--- src/rtl/ysyx_25040109_ifu.sv ---
// Instruction fetch unit: owns the PC, issues one imem fetch at a time and
// hands the returned word to the IDU over a valid/ready handshake.
module ysyx_25040109_ifu #(
  parameter logic [31:0] RESET_PC = 32'h8000_0000,
  parameter logic [15:0] TIMEOUT  = 16'd1024
) (
  input  logic        clk,
  input  logic        rst,
  output logic [31:0] imem_addr,
  output logic        imem_ren,
  input  logic [31:0] imem_rdata,
  input  logic        imem_rvalid,
  output logic        inst_valid,
  input  logic        inst_ready,
  output logic [31:0] inst,
  output logic [31:0] inst_pc,
  input  logic        redirect_valid,
  input  logic [31:0] redirect_pc,
  output logic        fetch_err,
  output logic [1:0]  dbg_state
);

  // Handshake: the IDU takes inst/inst_pc in any cycle where inst_valid and
  // inst_ready are both high; inst/inst_pc hold steady while inst_valid waits.
  typedef enum logic [1:0] {
    S_IDLE  = 2'd0,
    S_WAIT  = 2'd1,
    S_VALID = 2'd2
  } state_t;

  state_t      state, state_n;
  logic [31:0] pc, pc_n;
  logic        kill, kill_n;
  logic        take;
  logic [15:0] wcnt;
  logic [31:0] redir_target;

  assign redir_target = {redirect_pc[31:2], 2'b00};
  assign imem_addr    = pc;
  assign dbg_state    = state;

  always_comb begin
    state_n = state;
    pc_n    = pc;
    kill_n  = kill;
    take    = 1'b0;
    case (state)
      S_IDLE: state_n = S_WAIT;
      S_WAIT: begin
        if (imem_rvalid) begin
          // A killed or redirected response is dropped; the next request
          // goes out the following cycle from the (possibly new) pc.
          if (kill || redirect_valid) begin
            kill_n = 1'b0;
            if (redirect_valid) pc_n = redir_target;
          end else begin
            take    = 1'b1;
            state_n = S_VALID;
          end
        end else if (redirect_valid) begin
          pc_n   = redir_target;
          kill_n = 1'b1;
        end
      end
      S_VALID: begin
        if (redirect_valid) begin
          pc_n    = redir_target;
          state_n = S_WAIT;
        end else if (inst_ready) begin
          pc_n    = pc + 32'd4;
          state_n = S_WAIT;
        end
      end
      default: state_n = S_IDLE;
    endcase
  end

  always_ff @(posedge clk) begin
    if (rst) begin
      state      <= S_IDLE;
      pc         <= RESET_PC;
      kill       <= 1'b0;
      wcnt       <= 16'd0;
      imem_ren   <= 1'b0;
      inst_valid <= 1'b0;
      inst       <= 32'd0;
      inst_pc    <= 32'd0;
      fetch_err  <= 1'b0;
    end else begin
      state      <= state_n;
      pc         <= pc_n;
      kill       <= kill_n;
      imem_ren   <= (state_n == S_WAIT);
      inst_valid <= (state_n == S_VALID);
      if (take) begin
        inst    <= imem_rdata;
        inst_pc <= pc;
      end
      // Watchdog counts cycles since entering S_WAIT and saturates at TIMEOUT.
      if (state_n == S_WAIT && state != S_WAIT) begin
        wcnt <= 16'd0;
      end else if (state == S_WAIT && wcnt != TIMEOUT) begin
        wcnt <= wcnt + 16'd1;
      end
      if (state == S_WAIT && wcnt == TIMEOUT) fetch_err <= 1'b1;
    end
  end

endmodule

--- config.mk ---
export PLATFORM = sky130hd
export DESIGN_NAME = ysyx_25040109_ifu
export DESIGN_NICKNAME = d
export VERILOG_FILES = /design/src/rtl/ysyx_25040109_ifu.sv
export SDC_FILE = /design/constraint.sdc
export NUM_CORES = 1
export LEC_CHECK = 0
export ABC_AREA = 1
export CAP_MARGIN = 15
export CORE_ASPECT_RATIO = 0.75
export CORE_MARGIN = 2
export CORE_UTILIZATION = 45
export DETAILED_ROUTE_END_ITERATION = 7
export PLACE_DENSITY = 0.77
export SLEW_MARGIN = 20
export SYNTH_ARGS = -nofsm -noshare
export SYNTH_HDL_FRONTEND = slang
export SYNTH_SLANG_ARGS = --single-unit
--- constraint.sdc ---
create_clock -name clk -period 2.4 [get_ports clk]
set_clock_uncertainty 0.2 [all_clocks]
set_input_delay 0.24 -clock clk [delete_from_list [all_inputs] [get_ports clk]]
set_output_delay 0.24 -clock clk [all_outputs]
set_load 0.02 [all_outputs]
==> impl_results.md <==
* Run status: finished clean
* Top cells by area, synth: dfxtp_1, nand2_1, nor2_1
* YS warnings at 0
* Delay of the slowest critical-path stage at 0.43 ns
* Leading area contributor after synthesis: dfxtp_1
* Placement Cell Area at 7450 um2
* Fillers at 1,086
* GPL Wtd Cong at 0.922
* H-tree depth at 4
* # diodes at 0
* Synthesized flop and latch total at 114
* Synthesized area at 5640 um2
* Worst setup margin at 0.261 ns
* Nets at 1,099
* Max VDD drop at 0.535 mV
* DRT iter0 DRCs at 495
* Area Growth Syn to Fin at 42.7%
* Final min period at 2.14 ns
* Setup slack, reg-to-reg at 0.26 ns
* First-pass DRT Iterations at 5
* Area share of the largest cell type after synthesis at 0.405
* Num CTS Buffers at 17
* Clock-pin slew of the registers on the worst-case setup and hold paths at 0.06 ns
* Worst Hold Class: input port to flip-flop
* Initial core utilization at 0.460
* Design area at 8040 um2
* Hold Vio Cnt, Final at 0
* Max clock buf depth at 2
* Sink Count at 114
* Clock latency on the worst-skew pair at 0.41 ns
* Crit Path Class: flip-flop to flip-flop
* GRT Total Usage at 0.257
* Core area at 12,300 um2
* IO Port Bufs at 163
* Synth Area per Inst at 6.53 um2
* Max-Cap Viols at 0
* Largest net degree at the start of global routing at 81
* Final period utilization at 0.891
* Post-route ant nets at 0
* Initial antenna violation count at 0
* Post-synthesis sequential area ratio at 0.405
* CP Capture Type: flip-flop
* Setup TNS at 0 ns
* Row count at 35
* CP startpoint kind: flip-flop
* Wire per inst at 14.2 um
* Setup slack at placement at 0.156 ns
* Layout cells sized above 1 at 0.0685
* Setup violations, final at 0
* Die X at 133 um
* DRC viols at 0
* Synth cell types at 30
* TritonCTS clock tree: done
* Root buffer cell: clkbuf_16
* Placed cells at 1,170
* Crit-path cells: ha_1 > inv_1 > nor2_4 > buf_12 > nand4_1 > nor3_1 > o21ai_0 > a21oi_1
* # hold bufs at CTS at 0
* Non-Filler Instances at 1,202
* First-pass GRT wire length at 27,700 um
* RSZ-0062 raised after global routing: false
* Grt ovf at 0
* Post-route core utilization at 0.656
* Asr flop ratio synth at 0
* Fmax achieved at 467 MHz
* Vias at 6,068
* CP max stage cell: dfxtp_1
* Vias per inst at 5.05
* Critical Path RT at 2.53 ns
* Syn Inst Count at 864
* Post-CTS Setup Inserts at 0
* Post-CTS Resized at 0
* Die ar. at 13,400 um2
* Die extent in y at 101 um
* Io pins at 170
* Crit path arrival time at 2.27 ns
* DP HPWL at 12,100 um
* Post-synth top cells: nand2_1, nor2_1, dfxtp_1
* EDFF count, synth at 0
* Crit-path max FO at 28
* Max Slew Vio Count at 0
* Vias in the first global route at 5,659
* Leak at 3.12 nW
* Top FF cell, synth: dfxtp_1
* Power Density at 681 nW/um2
* WL final at 17,100 um
* Count leader, synth: nand2_1
[registers in the layout, indices dropped and copies added, names as in the netlist]
name,cells
wcnt,16
fetch_err,1
inst_valid,1
inst_pc,30
inst,32
imem_addr,30
imem_ren,1
kill,1
dbg_state,2
[power by group]
group          leakage [nW]  internal (mW)  switching [mW]
sequential            0.927           1.99          0.0907
clock                 0.289           1.56            1.00
combinational          1.90          0.382           0.447
total                  3.12           3.94            1.54
[worst paths after layout]
kind                            from                          to  cells past startpoint
max          dbg_state[1]$_SDFF_PP0_  imem_addr[11]$_SDFFE_PP0P_                      8
min                   redirect_pc[3]   imem_addr[3]$_SDFFE_PP0P_                      3
max reg2reg  dbg_state[1]$_SDFF_PP0_  imem_addr[11]$_SDFFE_PP0P_                      8
min reg2reg   fetch_err$_SDFFE_PP0P_      fetch_err$_SDFFE_PP0P_                      1
[worst max-delay path, delay by kind of cell (launching register included)]
family	cells	cell delay, ns
fa+ha+maj	1	0.26
compound gates	2	0.31
simple gates	3	0.57
buf+inv	2	0.29
flops	1	0.43
[cell usage in the layout (no fill, tap or decap)]
cell | synthesis | final
inv_2 | 4 | 4
a211oi_1 | 1 | 1
nor3_1 | 11 | 11
nor2_1 | 187 | 187
nand2_4 | 1 | 1
buf_4 | 4 | 12
xor2_1 | 5 | 5
a21oi_2 | 9 | 9
nor2_2 | 3 | 3
clkinv_4 | 0 | 3
nand3_1 | 41 | 41
nand3b_1 | 2 | 2
dfxtp_1 | 114 | 114
nand4_1 | 10 | 10
a21oi_1 | 51 | 51
nor2_4 | 3 | 3
ha_1 | 7 | 7
nand3_2 | 1 | 1
clkdlybuf4s50_1 | 0 | 163
o31ai_1 | 2 | 2
conb_1 | 1 | 4
bufinv_16 | 0 | 2
clkbuf_16 | 0 | 17
o21ai_2 | 1 | 1
inv_6 | 0 | 5
buf_12 | 0 | 4
o21ai_0 | 99 | 99
clkinvlp_4 | 0 | 2
inv_1 | 65 | 64
nand2_2 | 1 | 1
clkinv_1 | 0 | 1
nand2_1 | 201 | 201
clkinv_2 | 0 | 1
inv_8 | 0 | 2
o21a_1 | 1 | 1
a31oi_1 | 1 | 1
[logic make-up (layout without fill, tap and decap cells)]
family | after synthesis | after routing | share of synthesized area
AND/OR/NAND/NOR | 461 | 461 | 0.332
AO/OA/AOI/OAI | 165 | 165 | 0.155
flip-flops | 114 | 114 | 0.405
buffers and inverters | 111 | 280 | 0.0837
adder cells (fa/ha/maj) | 7 | 7 | 0.0155
XOR/XNOR | 5 | 5 | 0.00777
other | 1 | 4 | 0.000665
[stage by stage]
step | hold slack [ns] | total power, mW
finish | 0.206 | 5.48
global placement | 0.259 | 2.93
CTS | 0.196 | 5.51
floorplan | 0.136 | 2.53
global route | 0.207 | 5.67
detailed placement | 0.261 | 2.94
[cell type report]
| cell class | instances | area (um2) | area share |
|---|---|---|---|
| sequential | 114 | 2280 | 0.284 |
| multi-input combinational | 642 | 2900 | 0.360 |
| clock inverter | 15 | 173 | 0.0215 |
| timing repair buffer | 179 | 1800 | 0.224 |
| clock buffer | 17 | 425 | 0.0529 |
| tap | 166 | 208 | 0.0258 |
| inverter | 69 | 259 | 0.0322 |
[routing by layer]
| metal | global-route usage | vias to the layer above | routed length, um |
|---|---|---|---|
| li1 | - | 3074 | - |
| met1 | 0.337 | 2700 | 7680 |
| met2 | 0.389 | 268 | 7250 |
| met3 | 0.0965 | 26 | 1920 |
| met4 | 0.0917 | 0 | 267 |
| met5 | 0 | - | 0 |
No activity file was read; power rests on OpenSTA's default activity.
